## config.mk

```make
export PLATFORM = sky130hd
export DESIGN_NAME = axil_led_sequencer
export DESIGN_NICKNAME = d
export VERILOG_FILES = /design/src/rtl/axil_led_sequencer.sv
export SDC_FILE = /design/constraint.sdc
export NUM_CORES = 1
export LEC_CHECK = 0
export BUFFER_PORTS_ARGS = -buffer_cell sky130_fd_sc_hd__buf_2
export CAP_MARGIN = 20
export CORE_UTILIZATION = 53
export DETAILED_ROUTE_END_ITERATION = 7
export GPL_TIMING_DRIVEN = 0
export PLACE_DENSITY_LB_ADDON = 0.15
export SLEW_MARGIN = 40
export SYNTH_ARGS = -nofsm -noshare
export SYNTH_HDL_FRONTEND = slang
export SYNTH_SLANG_ARGS = --single-unit
```

## constraint.sdc

```tcl
create_clock -name aclk -period 5.4 [get_ports aclk]
set_clock_uncertainty 0.15 [all_clocks]
set_input_delay 0.81 -clock aclk [delete_from_list [all_inputs] [get_ports aclk]]
set_output_delay 0.81 -clock aclk [all_outputs]
set_load 0.01 [all_outputs]
```

## src/rtl/axil_led_sequencer.sv

```systemverilog
// AXI4-Lite master that periodically writes an LED pattern, reads the status back and flags differences.
// Defining LED_SEQ_TIMEOUT_EN adds a per-state handshake watchdog limited to TIMEOUT cycles.
module axil_led_sequencer #(
  parameter logic [31:0] BASE_ADDR = 32'hC000_0000,
  parameter logic [31:0] WR_OFFSET = 32'd0,
  parameter logic [31:0] RD_OFFSET = 32'd4,
  parameter int          LED_W     = 4,
  parameter int          PERIOD    = 1000,
  parameter int          TIMEOUT   = 256
) (
  input  logic             aclk,
  input  logic             aresetn,
  input  logic             enable,
  input  logic             mode,
  input  logic             clear,
  output logic [31:0]      m_axi_awaddr,
  output logic [2:0]       m_axi_awprot,
  output logic             m_axi_awvalid,
  input  logic             m_axi_awready,
  output logic [31:0]      m_axi_wdata,
  output logic [3:0]       m_axi_wstrb,
  output logic             m_axi_wvalid,
  input  logic             m_axi_wready,
  input  logic [1:0]       m_axi_bresp,
  input  logic             m_axi_bvalid,
  output logic             m_axi_bready,
  output logic [31:0]      m_axi_araddr,
  output logic [2:0]       m_axi_arprot,
  output logic             m_axi_arvalid,
  input  logic             m_axi_arready,
  input  logic [31:0]      m_axi_rdata,
  input  logic [1:0]       m_axi_rresp,
  input  logic             m_axi_rvalid,
  output logic             m_axi_rready,
  output logic [LED_W-1:0] pattern,
  output logic [15:0]      seq_count,
  output logic             busy,
  output logic             mismatch,
  output logic             resp_err
);

  typedef enum logic [2:0] {
    ST_IDLE  = 3'd0,
    ST_WR    = 3'd1,
    ST_BRESP = 3'd2,
    ST_RD    = 3'd3,
    ST_RDATA = 3'd4,
    ST_WAIT  = 3'd5
  } state_t;

  localparam logic [31:0] PERIOD_M1 = 32'(PERIOD - 1);

  state_t           state_r;
  logic [31:0]      timer_r;
  logic [LED_W-1:0] pattern_r;
  logic [15:0]      seq_count_r;
  logic             awvalid_r;
  logic             wvalid_r;
  logic             bready_r;
  logic             arvalid_r;
  logic             rready_r;
  logic             busy_r;
  logic             mismatch_r;
  logic             resp_err_r;

  logic [LED_W-1:0] next_pattern_s;
  logic             start_s;
  logic             timer_done_s;
  logic             aw_done_s;
  logic             w_done_s;
  logic             rd_mismatch_s;
  logic             wd_expired_s;
  logic             unused_s;

  function automatic logic is_onehot(input logic [LED_W-1:0] p);
    return (p != {LED_W{1'b0}}) && ((p & (p - LED_W'(1'b1))) == {LED_W{1'b0}});
  endfunction

  assign timer_done_s  = (timer_r >= PERIOD_M1);
  assign aw_done_s     = !awvalid_r || m_axi_awready;
  assign w_done_s      = !wvalid_r || m_axi_wready;
  assign rd_mismatch_s = (m_axi_rdata[LED_W-1:0] != pattern_r);

  // Next pattern: binary count-up, or walking-one that reseeds from 1 when not one-hot.
  always_comb begin
    next_pattern_s = pattern_r;
    if (mode == 1'b0) begin
      next_pattern_s = pattern_r + LED_W'(1'b1);
    end else if (is_onehot(pattern_r)) begin
      next_pattern_s = (pattern_r << 1) | (pattern_r >> (LED_W - 1));
    end else begin
      next_pattern_s = LED_W'(1'b1);
    end
  end

  // A sequence starts from IDLE at once, or from WAIT once the period has elapsed.
  always_comb begin
    start_s = 1'b0;
    case (state_r)
      ST_IDLE: start_s = enable;
      ST_WAIT: start_s = enable && timer_done_s;
      default: start_s = 1'b0;
    endcase
  end

  // Cycles since the last WR entry; saturates so an overlong stall cannot wrap it.
  always_ff @(posedge aclk or negedge aresetn) begin
    if (!aresetn) begin
      timer_r <= 32'd0;
    end else if (start_s) begin
      timer_r <= 32'd0;
    end else if (timer_r != 32'hFFFF_FFFF) begin
      timer_r <= timer_r + 32'd1;
    end
  end

`ifdef LED_SEQ_TIMEOUT_EN
  localparam logic [31:0] TIMEOUT_M1 = 32'(TIMEOUT - 1);

  state_t      prev_state_r;
  logic [31:0] wd_r;
  logic [31:0] wd_count_s;

  assign wd_count_s   = (state_r != prev_state_r) ? 32'd0 : wd_r;
  assign wd_expired_s = (wd_count_s >= TIMEOUT_M1);
  assign unused_s     = ^m_axi_rdata;

  // Watchdog: cycles spent in the current state, restarted on every state change.
  always_ff @(posedge aclk or negedge aresetn) begin
    if (!aresetn) begin
      prev_state_r <= ST_IDLE;
      wd_r         <= 32'd0;
    end else begin
      prev_state_r <= state_r;
      if (wd_count_s != 32'hFFFF_FFFF) begin
        wd_r <= wd_count_s + 32'd1;
      end
    end
  end
`else
  assign wd_expired_s = 1'b0;
  assign unused_s     = ^{m_axi_rdata, 32'(TIMEOUT)};
`endif

  // Sequencer FSM; flag sets are written after clear so a coincident set wins.
  always_ff @(posedge aclk or negedge aresetn) begin
    if (!aresetn) begin
      state_r     <= ST_IDLE;
      pattern_r   <= {LED_W{1'b0}};
      seq_count_r <= 16'd0;
      awvalid_r   <= 1'b0;
      wvalid_r    <= 1'b0;
      bready_r    <= 1'b0;
      arvalid_r   <= 1'b0;
      rready_r    <= 1'b0;
      busy_r      <= 1'b0;
      mismatch_r  <= 1'b0;
      resp_err_r  <= 1'b0;
    end else begin
      if (clear) begin
        seq_count_r <= 16'd0;
        mismatch_r  <= 1'b0;
        resp_err_r  <= 1'b0;
      end
      case (state_r)
        ST_IDLE: begin
          if (start_s) begin
            state_r   <= ST_WR;
            pattern_r <= next_pattern_s;
            awvalid_r <= 1'b1;
            wvalid_r  <= 1'b1;
            busy_r    <= 1'b1;
          end
        end
        ST_WR: begin
          if (awvalid_r && m_axi_awready) awvalid_r <= 1'b0;
          if (wvalid_r && m_axi_wready) wvalid_r <= 1'b0;
          if (aw_done_s && w_done_s) begin
            state_r  <= ST_BRESP;
            bready_r <= 1'b1;
          end else if (wd_expired_s) begin
            state_r    <= ST_WAIT;
            awvalid_r  <= 1'b0;
            wvalid_r   <= 1'b0;
            resp_err_r <= 1'b1;
            busy_r     <= 1'b0;
          end
        end
        ST_BRESP: begin
          if (m_axi_bvalid) begin
            state_r   <= ST_RD;
            bready_r  <= 1'b0;
            arvalid_r <= 1'b1;
            if (m_axi_bresp != 2'b00) resp_err_r <= 1'b1;
          end else if (wd_expired_s) begin
            state_r    <= ST_WAIT;
            bready_r   <= 1'b0;
            resp_err_r <= 1'b1;
            busy_r     <= 1'b0;
          end
        end
        ST_RD: begin
          if (m_axi_arready) begin
            state_r   <= ST_RDATA;
            arvalid_r <= 1'b0;
            rready_r  <= 1'b1;
          end else if (wd_expired_s) begin
            state_r    <= ST_WAIT;
            arvalid_r  <= 1'b0;
            resp_err_r <= 1'b1;
            busy_r     <= 1'b0;
          end
        end
        ST_RDATA: begin
          if (m_axi_rvalid) begin
            state_r     <= ST_WAIT;
            rready_r    <= 1'b0;
            busy_r      <= 1'b0;
            seq_count_r <= clear ? 16'd1 : seq_count_r + 16'd1;
            if (rd_mismatch_s) mismatch_r <= 1'b1;
            if (m_axi_rresp != 2'b00) resp_err_r <= 1'b1;
          end else if (wd_expired_s) begin
            state_r    <= ST_WAIT;
            rready_r   <= 1'b0;
            resp_err_r <= 1'b1;
            busy_r     <= 1'b0;
          end
        end
        ST_WAIT: begin
          if (start_s) begin
            state_r   <= ST_WR;
            pattern_r <= next_pattern_s;
            awvalid_r <= 1'b1;
            wvalid_r  <= 1'b1;
            busy_r    <= 1'b1;
          end else if (timer_done_s) begin
            state_r <= ST_IDLE;
          end
        end
        default: begin
          state_r   <= ST_IDLE;
          awvalid_r <= 1'b0;
          wvalid_r  <= 1'b0;
          bready_r  <= 1'b0;
          arvalid_r <= 1'b0;
          rready_r  <= 1'b0;
          busy_r    <= 1'b0;
        end
      endcase
    end
  end

  assign m_axi_awaddr  = BASE_ADDR + WR_OFFSET;
  assign m_axi_awprot  = 3'd0;
  assign m_axi_awvalid = awvalid_r;
  assign m_axi_wdata   = 32'(pattern_r);
  assign m_axi_wstrb   = 4'hF;
  assign m_axi_wvalid  = wvalid_r;
  assign m_axi_bready  = bready_r;
  assign m_axi_araddr  = BASE_ADDR + RD_OFFSET;
  assign m_axi_arprot  = 3'd0;
  assign m_axi_arvalid = arvalid_r;
  assign m_axi_rready  = rready_r;
  assign pattern       = pattern_r;
  assign seq_count     = seq_count_r;
  assign busy          = busy_r;
  assign mismatch      = mismatch_r;
  assign resp_err      = resp_err_r;

endmodule

```

==> flow_summary.ini <==
[placed_design]
port_buffers = 48
placed_area_um2 = 5220
hpwl_um = 6940
dp_slack_ns = 2.54
placed_cells = 767
gp_congestion = 0.912

[pwr]
p_clk_frac = 0.272
swShare = 0.372
p_sw_uw = 643
combPwrFrac = 0.368
ir_worst_vdd_v = 0.000153
total_power_mw = 1.73
p_seq_frac = 0.359
internal_power_mw = 1.09
power_per_cell_area_nw_per_um2 = 317
leakagePower_nw = 2.74

[setup_path]
timing.critical_path.to = timer_r[26]
end_kind = register
cp_data_required_time_ns = 5.46
crit_start = state_r[1]
worst-setup-path-type = register to register
ff2ff_setup_slack_ns = 2.75
critPathLaunchType = register
worstReg2RegEnd = timer_r[26]
cp.arrival_ns = 2.71
crit_fanout = 10
r2r_start = state_r[1]
reg2reg_depth = 7

[sta]
fin_crit_sh = 0.491
tns_ns = 0
rsz0062_at_grt = false
slew_headroom = 0.529
max_freq_mhz = 378
drv_slew = 0
min_period_ns = 2.65
setup_violations = 0
hold_slack_ns = 0.269
worst_pin_slew_ns = 0.701
setup_ws_ns = 2.75
hold_violations = 0

[clock_network]
cts_root_buf = clkbuf_8
htreeDepth = 3
cts_tree = built
clockBufferDepth = 2
clk_pin_slew_ns = 0.08
cts_resized = 0
cts_num_sinks = 63
post-cts-setup-buffer-count = 0
cts_hold_buf = 0
clock_latency_ns = 0.35
cts_buffers = 9

[grt]
grt_pass1_wl_um = 15300
antenna_found_initial = 0
grt_pass1_vias = 3444
grt_start_max_net_pins = 64
overflow = 0
grt_usage = 0.218

[routing]
routed_wl_um = 9370
dr.pass1.iters = 4
ant_nets = 0
drt_first_iter_violations = 192
drc = 0
detail_route.wl_per_cell_um = 12.0
avgViaCountPerCell = 4.97
num_vias = 3888

[floorplan]
initial_utilization = 0.547
row_count = 33
chipWidth_um = 93.9
core_area_um2 = 8180
die_y_um = 93.9
die_area_um2 = 8810
num_io_pins = 180

[synth]
ys_ff_latch = 63
yosysWarningCount = 0
synthFlopType = dfrtp_1
syn_area_per_cell_um2 = 8.70
synth_common_cells = buf_4 (107), dfrtp_1 (63), nor2_1 (48), nand2_1 (28), o21ai_0 (23)
synth_edf_count = 0
yosysUniqueCellTypes = 62
synth_top_area_frac = 0.352
synth_area_um2 = 4470
synth_area_leaders = dfrtp_1 (35%), buf_4 (18%), nor2_1 (4.0%), xor2_1 (3.5%), o21ai_0 (2.6%)
yosys.area.top_type = dfrtp_1
synth.most_common_cell = buf_4
seq_area_frac_synth = 0.352
synthArstFlopShare = 1.00
syn_inst = 514

[layout]
final_cell_area_um2 = 5460
fin_nets = 723
post-route-util = 0.667
syn_to_final_growth_pct = 22.0
n_antenna_cell = 0
drive_above_1_share = 0.282
fill_cells = 715
fin_cells = 783

[worst_hold_path]
hp-class = input pin to asynchronous set/reset pin

[job]
drv_cap = 0

[run_status]
status = completed
-- cell families after synthesis --
group           after synthesis  share of synthesized area
mux                           7                     0.0159
other cells                   2                    0.00168
fa+ha+maj                     4                     0.0112
buf+inv                     142                      0.211
xor+xnor                     28                     0.0548
compound gates               85                      0.126
simple gates                183                      0.227
flops                        63                      0.352
-- power by group through the flow --
stage,registers [mW],logic (mW),clock network [mW]
after detailed placement,0.628,0.632,0
after global placement,0.625,0.615,0
after CTS,0.620,0.634,0.481
final,0.620,0.637,0.471
after floorplan,0.630,0.458,0
after global routing,0.634,0.714,0.497
-- final cells by class --
| cell class | instances | area (um2) | area share |
|---|---|---|---|
| Clock inverter | 7 | 105 | 0.0193 |
| Sequential cell | 63 | 1580 | 0.289 |
| Timing Repair Buffer | 48 | 246 | 0.0452 |
| Multi-Input combinational cell | 409 | 2330 | 0.427 |
| Buffer | 127 | 888 | 0.163 |
| Inverter | 15 | 56.3 | 0.0103 |
| Tap cell | 105 | 131 | 0.0241 |
| Clock buffer | 9 | 124 | 0.0227 |
-- worst min path at each step --
stage / from / end / cells after the start
after floorplan: aresetn / busy / 0
after global placement: resp_err / resp_err / 2
after detailed placement: resp_err / resp_err / 2
after CTS: resp_err / resp_err / 2
after global routing: aresetn / seq_count[11] / 1
final: aresetn / seq_count[14] / 1
-- routing by layer --
layer / global-route usage / up-vias / wire, um
met5: 0 / - / 0
met1: 0.270 / 1795 / 3990
met4: 0.0756 / 0 / 158
met2: 0.370 / 147 / 4620
li1: - / 1929 / -
met3: 0.0510 / 17 / 593
-- state kept, by name, summed over array words and instances (netlist names) --
| register | count |
|---|---|
| busy | 1 |
| m_axi_arvalid | 1 |
| m_axi_awvalid | 1 |
| m_axi_bready | 1 |
| m_axi_rready | 1 |
| m_axi_wvalid | 1 |
| mismatch | 1 |
| pattern | 4 |
| resp_err | 1 |
| seq_count | 16 |
| state_r | 3 |
| timer_r | 32 |
-- worst max-delay path: stages (launching register included) --
cell and delay (ns):
dfrtp_1 0.36, clkbuf_1 0.21, nand2b_1 0.27, or3b_2 0.48, a31oi_1 0.30, buf_4 0.26
clkbuf_1 0.36, nor2_1 0.11
-- cell usage in the layout (no fill, tap or decap), types with 9 or more instances in the layout --
master,count
nand4_1,13
or3_1,11
conb_1,102
nor4_1,14
inv_1,15
o21ai_0,23
buf_4,107
nor2_1,48
buf_2,49
xnor2_1,10
clkbuf_1,15
clkbuf_8,9
a31oi_1,11
nand3_1,16
a21oi_1,15
nand2_1,28
xor2_1,18
dfrtp_1,63
(Power assumes the default switching activity.)
